--- config.mk ---
export PLATFORM = sky130hd
export DESIGN_NAME = conv_frame_packer
export DESIGN_NICKNAME = d
export VERILOG_FILES = /design/src/rtl/conv_frame_packer.sv
export SDC_FILE = /design/constraint.sdc
export NUM_CORES = 1
export LEC_CHECK = 0
export ABC_AREA = 1
export CORE_MARGIN = 1
export CORE_UTILIZATION = 45
export CTS_CLUSTER_SIZE = 40
export DETAILED_ROUTE_END_ITERATION = 6
export PLACE_DENSITY = 0.66
export SLEW_MARGIN = 20
export SYNTH_ARGS = -nofsm -noshare
export SYNTH_HDL_FRONTEND = slang
export SYNTH_SLANG_ARGS = --single-unit
export TNS_END_PERCENT = 100
--- constraint.sdc ---
create_clock -name sys_clk -period 2.9 [get_ports sys_clk]
set_input_delay 0.58 -clock sys_clk [delete_from_list [all_inputs] [get_ports sys_clk]]
set_output_delay 0.58 -clock sys_clk [all_outputs]
set_load 0.01 [all_outputs]
--- src/rtl/conv_frame_packer.sv ---
`default_nettype none
// ============================================================================
// Module      : conv_frame_packer
// Description : Packs rate-1/2 or rate-1/3 convolutional-encoder symbols
//               MSB-first into FRAME_W-bit code frames, with a one-frame
//               output holding register and valid/ready handshakes on both
//               sides. Optional macro PACKER_PARITY_EN adds o_frame_parity
//               (even parity over o_frame).
// Revision    : 1.0 - initial release
// ============================================================================
module conv_frame_packer #(
    parameter int MAX_CODE_RATE = 3,
    parameter int FRAME_W       = 24,
    parameter int CNT_W         = 5
) (
    input  logic                     sys_clk,
    input  logic                     rst,
    input  logic                     i_mode_sel,
    input  logic [MAX_CODE_RATE-1:0] i_sym,
    input  logic                     i_sym_valid,
    output logic                     o_sym_ready,
    input  logic                     i_flush,
    output logic [FRAME_W-1:0]       o_frame,
    output logic [CNT_W-1:0]         o_frame_len,
    output logic                     o_frame_valid,
    input  logic                     i_frame_ready,
    output logic                     o_busy
`ifdef PACKER_PARITY_EN
    ,
    output logic                     o_frame_parity
`endif
);

    typedef enum logic [1:0] {
        ST_IDLE = 2'd0,
        ST_FILL = 2'd1,
        ST_FULL = 2'd2
    } state_t;

    localparam logic [CNT_W-1:0]         c_frame_w   = CNT_W'(FRAME_W);
    localparam logic [CNT_W-1:0]         c_step2     = CNT_W'(2);
    localparam logic [CNT_W-1:0]         c_step3     = CNT_W'(3);
    localparam logic [MAX_CODE_RATE-1:0] c_mask2     = MAX_CODE_RATE'(2'b11);
    localparam logic [MAX_CODE_RATE-1:0] c_mask3     = MAX_CODE_RATE'(3'b111);

    // Fill-side state
    state_t               r_state;
    logic [FRAME_W-1:0]   r_buf;
    logic [CNT_W-1:0]     r_cnt;
    logic                 r_rate3;

    // Output holding register
    logic [FRAME_W-1:0]   r_frame;
    logic [CNT_W-1:0]     r_frame_len;
    logic                 r_frame_valid;

    // Next-state values
    state_t               w_state_nxt;
    logic [FRAME_W-1:0]   w_buf_nxt;
    logic [CNT_W-1:0]     w_cnt_nxt;
    logic                 w_rate3_nxt;
    logic [FRAME_W-1:0]   w_frame_nxt;
    logic [CNT_W-1:0]     w_len_nxt;
    logic                 w_valid_nxt;

    // Datapath helpers
    logic                     w_out_free;
    logic                     w_accept;
    logic                     w_rate3;
    logic [CNT_W-1:0]         w_step;
    logic [CNT_W-1:0]         w_shift;
    logic [CNT_W-1:0]         w_cnt_add;
    logic [MAX_CODE_RATE-1:0] w_sym_masked;
    logic [FRAME_W-1:0]       w_sym_ext;
    logic [FRAME_W-1:0]       w_ins_buf;
    logic [FRAME_W-1:0]       w_fill_buf;
    logic [CNT_W-1:0]         w_fill_cnt;
    logic                     w_close;

    // Output register can take a frame when empty or being drained this cycle
    assign w_out_free   = !r_frame_valid || i_frame_ready;
    assign o_sym_ready  = (r_state != ST_FULL);
    assign w_accept     = i_sym_valid && o_sym_ready;

    // The rate is sampled from i_mode_sel only on the first symbol of a frame
    assign w_rate3      = (r_state == ST_IDLE) ? i_mode_sel : r_rate3;
    assign w_step       = w_rate3 ? c_step3 : c_step2;
    assign w_sym_masked = i_sym & (w_rate3 ? c_mask3 : c_mask2);
    assign w_sym_ext    = FRAME_W'(w_sym_masked);

    // Symbol lands just below the bits already filled (MSB-first packing)
    assign w_shift      = c_frame_w - r_cnt - w_step;
    assign w_ins_buf    = r_buf | (w_sym_ext << w_shift);
    assign w_cnt_add    = r_cnt + w_step;

    // Buffer contents after this cycle's symbol, if any (symbol before flush)
    assign w_fill_buf   = w_accept ? w_ins_buf : r_buf;
    assign w_fill_cnt   = w_accept ? w_cnt_add : r_cnt;

    // Frame closes on reaching full width or on a flush of a non-empty buffer
    assign w_close      = (r_state != ST_FULL) &&
                          ((w_accept && (w_cnt_add == c_frame_w)) ||
                           (i_flush && (w_fill_cnt != '0)));

    // Next-state, fill buffer and output-register load decisions
    always_comb begin
        w_state_nxt = r_state;
        w_buf_nxt   = r_buf;
        w_cnt_nxt   = r_cnt;
        w_rate3_nxt = r_rate3;
        w_frame_nxt = r_frame;
        w_len_nxt   = r_frame_len;
        w_valid_nxt = r_frame_valid && !i_frame_ready;

        case (r_state)
            ST_FULL: begin
                if (w_out_free) begin
                    w_frame_nxt = r_buf;
                    w_len_nxt   = r_cnt;
                    w_valid_nxt = 1'b1;
                    w_state_nxt = ST_IDLE;
                    w_buf_nxt   = '0;
                    w_cnt_nxt   = '0;
                end
            end
            default: begin
                if (w_accept && (r_state == ST_IDLE)) begin
                    w_rate3_nxt = i_mode_sel;
                end
                if (w_close) begin
                    if (w_out_free) begin
                        w_frame_nxt = w_fill_buf;
                        w_len_nxt   = w_fill_cnt;
                        w_valid_nxt = 1'b1;
                        w_state_nxt = ST_IDLE;
                        w_buf_nxt   = '0;
                        w_cnt_nxt   = '0;
                    end else begin
                        w_state_nxt = ST_FULL;
                        w_buf_nxt   = w_fill_buf;
                        w_cnt_nxt   = w_fill_cnt;
                    end
                end else if (w_accept) begin
                    w_state_nxt = ST_FILL;
                    w_buf_nxt   = w_ins_buf;
                    w_cnt_nxt   = w_cnt_add;
                end
            end
        endcase
    end

    // State, fill buffer and output holding register
    always_ff @(posedge sys_clk or negedge rst) begin
        if (!rst) begin
            r_state       <= ST_IDLE;
            r_buf         <= '0;
            r_cnt         <= '0;
            r_rate3       <= 1'b0;
            r_frame       <= '0;
            r_frame_len   <= '0;
            r_frame_valid <= 1'b0;
        end else begin
            r_state       <= w_state_nxt;
            r_buf         <= w_buf_nxt;
            r_cnt         <= w_cnt_nxt;
            r_rate3       <= w_rate3_nxt;
            r_frame       <= w_frame_nxt;
            r_frame_len   <= w_len_nxt;
            r_frame_valid <= w_valid_nxt;
        end
    end

    assign o_frame       = r_frame;
    assign o_frame_len   = r_frame_len;
    assign o_frame_valid = r_frame_valid;
    assign o_busy        = (r_state != ST_IDLE) || r_frame_valid;

`ifdef PACKER_PARITY_EN
    logic r_parity;

    // Parity tracks the output register; it follows the same hold behaviour
    always_ff @(posedge sys_clk or negedge rst) begin
        if (!rst) begin
            r_parity <= 1'b0;
        end else begin
            r_parity <= ^w_frame_nxt;
        end
    end

    assign o_frame_parity = r_parity;
`endif

endmodule
`default_nettype wire
==> impl_metrics.ini <==
[power_and_ir_drop]
peakVddDrop_mv = 0.5326
p_total_mw = 5.053
p_leak_nw = 2.223
power.density_nw_per_um2 = 1223

[min_path]
hp-class = primary input to asynchronous set/reset pin

[setup_path]
slowest_delay_ps = 470
crit_type = primary input to register
r2r_end = r_buf[0]
worstSetupStartpointType = primary input
regToRegStartpoint = r_state[1]
end_kind = register
crit_chain = clkdlybuf4s50_1 -> nand2_1 -> nand2_1 -> ha_1 -> inv_1 -> ha_1 -> inv_1 -> nand2_1 -> nand2_1 -> nand2_1 -> nand2_1 -> nand2_1 -> nor2_1 -> nand3_1 -> nand2_2 -> nand3_4 -> nand2_2 -> buf_12 -> inv_1 -> nor2_1
critPathTopFamily = simple AND/OR/NAND/NOR gates
r2r_slack_ps = 370
crit_arrival_ps = 2900
cp_max_fo = 34
cpMostUsedCell = nand2_1
critPathSlowestCell = clkdlybuf4s50_1
path_buf_inv = 5
r2r_cells = 20
cp.required_ps = 3170

[global_routing]
antenna_found_initial = 0
grt_pass1_wl_um = 13590
grt_max_degree = 35
track_usage_pct = 23.96
grt-ovfl-total = 0
grt_pass1_vias = 2887

[clock_network]
clk_latency_ps = 350
cts.repair.resized = 0
hold_buffers = 0
cts_buffer_depth = 2
tritoncts = built
cts-htree-levels = 3
root_buffer = clkbuf_8
cts_sinks = 62
numCtsBuffers = 9
clk_pin_slew_worst_paths_ps = 80
cts_setup_buffers = 0

[floorplanning]
num_rows = 30
die_x_um = 87.48
core_area_sq_um = 6944
start_util_pct = 47.35
die_y_um = 87.48
dieArea_sq_um = 7653
io_pins = 41

[yosys]
synth-seq-area-share_pct = 47.18
synth.area.top_cells = dfrtp_1, nand2_1, nand3_1, inv_1, ha_1
ys_types = 28
avgSynthCellArea_sq_um = 7.737
syn_inst = 425
post-synth-top-area-fraction_pct = 47.18
syn-num-nets = 442
yosys_warnings = 0
ys_seq_elements = 62
netlist_area_sq_um = 3288
synth_area_leader_cell = dfrtp_1

[placed_design]
gp_congestion = 1.019
hpwl_um = 5710
io_buffers = 40
dp_cells = 574
pre_cts_slack_ps = -101.6

[layout]
final_util_pct = 59.51
syn_to_final_growth_pct = 25.68
nFillCells = 668
antennaDiodeCount = 0
finalNonFillerCells = 590
drive_gt1_share_pct = 12.55
fin_nets = 506

[route]
final_antenna_net_count = 0
drc = 0
firstDrtPassIters = 5
viasPerCell = 4.978
wl_per_cell_um = 13.46
initialDrtViolationCount = 151
vias = 2937
wirelength_um = 7944

[sta]
fmax_mhz = 380.5
rsz0062_at_grt = no
slew_viol_final = 0
setup_slack_ps = 272.2
fin_skew_ps = 7.655
maxSlewHeadroom_pct = 45.71
finalCritPeriodShare_pct = 90.61
tightest_slew_ps = 814.3
finalSetupViolations = 0
hold_viol = 0
period_needed_ps = 2628

[outcome]
status = completed

[run]
drv_cap = 0
==> area by class of cell <==
class | count | area [sq um] | area share, %
clock buffer | 10 | 137.6 | 3.330
clock inverter | 6 | 67.56 | 1.635
inverter | 50 | 187.7 | 4.541
multi-input combinational | 299 | 1445 | 34.97
sequential | 62 | 1551 | 37.54
tap | 96 | 120.1 | 2.906
timing repair buffer | 67 | 623.1 | 15.08
==> worst max path at each step <==
| stage | cells after the start | from | slack (ps) | to |
|---|---|---|---|---|
| after CTS | 20 | i_mode_sel | 250 | r_buf[0] |
| after global placement | 20 | i_mode_sel | -100 | r_buf[13] |
| after global routing | 20 | i_mode_sel | 20 | r_cnt[1] |
| final | 20 | i_mode_sel | 270 | r_buf[0] |
| after floorplan | 15 | i_mode_sel | 480 | o_frame[17] |
| after detailed placement | 20 | i_mode_sel | -100 | r_buf[0] |
==> layout by cell type, fill, tap and decap left out, drive strengths merged <==
cell type      count
ha                 7
nand3b             2
nand4             12
dfrtp             62
clkdlybuf4s50     39
clkinv             3
clkbuf            10
bufinv             1
inv               50
buf               28
o21ai              4
and2              11
xnor2              1
nor2              21
a21boi             2
a31oi              1
fa                 1
a21oi              5
a21o               1
clkinvlp           2
nand2            172
o21bai             8
nand3             51
==> cells by family (layout without fill, tap and decap cells) <==
group / Yosys count / after routing / share of synthesized area, %
simple gates: 269 / 269 / 36.23
buf+inv: 64 / 133 / 8.866
flops: 62 / 62 / 47.18
compound gates: 21 / 21 / 4.186
fa+ha+maj: 8 / 8 / 3.272
xor+xnor: 1 / 1 / 0.2664
==> power breakdown <==
part | switching, mW | internal [mW] | total, mW
Combinational | 1.68 | 1.20 | 2.89
Sequential | 0.182 | 1.19 | 1.37
Clock | 0.369 | 0.424 | 0.793
==> worst reg2reg max path, cell delays in order (launching register included) <==
cell     delay, ps
dfrtp_1        410
nor2_1         180
nand2_1         70
nand2_1        120
ha_1           190
inv_1           50
ha_1           180
inv_1           90
nand2_1         50
nand2_1         50
nand2_1         60
nand2_1         50
nand2_1         60
nor2_1          90
nand3_1        100
nand2_2        100
nand3_4        100
nand2_2        110
buf_12         180
inv_1          110
nor2_1         100
==> layer usage <==
metal	wire, um	part of all wire (%)	GRT usage (%)	vias up
met1	3795	48	32.44	1371
met3	327	4.1	3.791	15
li1	-	-	-	1458
met5	0	0	0	-
met4	177	2.2	12.22	0
met2	3643	46	37.22	93
==> sequential cells by signal, indices dropped and copies added (netlist names) <==
signal / cells
o_frame: 24
r_buf: 24
o_frame_len: 5
r_cnt: 5
r_state: 2
o_frame_valid: 1
r_rate3: 1
==> synth_stat cells <==
cell type	instances
nand2_1	158
ha_1	7
nand3_4	1
clkbuf_1	5
o21ai_1	1
inv_2	2
nand4_1	12
o21ai_0	2
inv_1	46
o21bai_1	8
o21ai_2	1
a21boi_0	2
a31oi_1	1
buf_2	4
buf_6	4
nand2_2	13
nand3_1	50
clkinv_1	2
and2_1	11
a21oi_1	5
nand3b_1	2
a21o_1	1
buf_12	1
nor2_1	21
dfrtp_1	62
fa_1	1
nand2_4	1
xnor2_1	1
==> stage by stage <==
step | hold slack, ps | area [sq um] | setup TNS [ps]
floorplan | 284.4 | 3288 | 0
global placement | 456.0 | 3928 | -1533
detailed placement | 456.6 | 3928 | -1405
CTS | 343.1 | 4133 | 0
global route | 381.2 | 4133 | 0
finish | 326.2 | 4133 | 0
No activity file was read; power rests on OpenSTA's default activity.
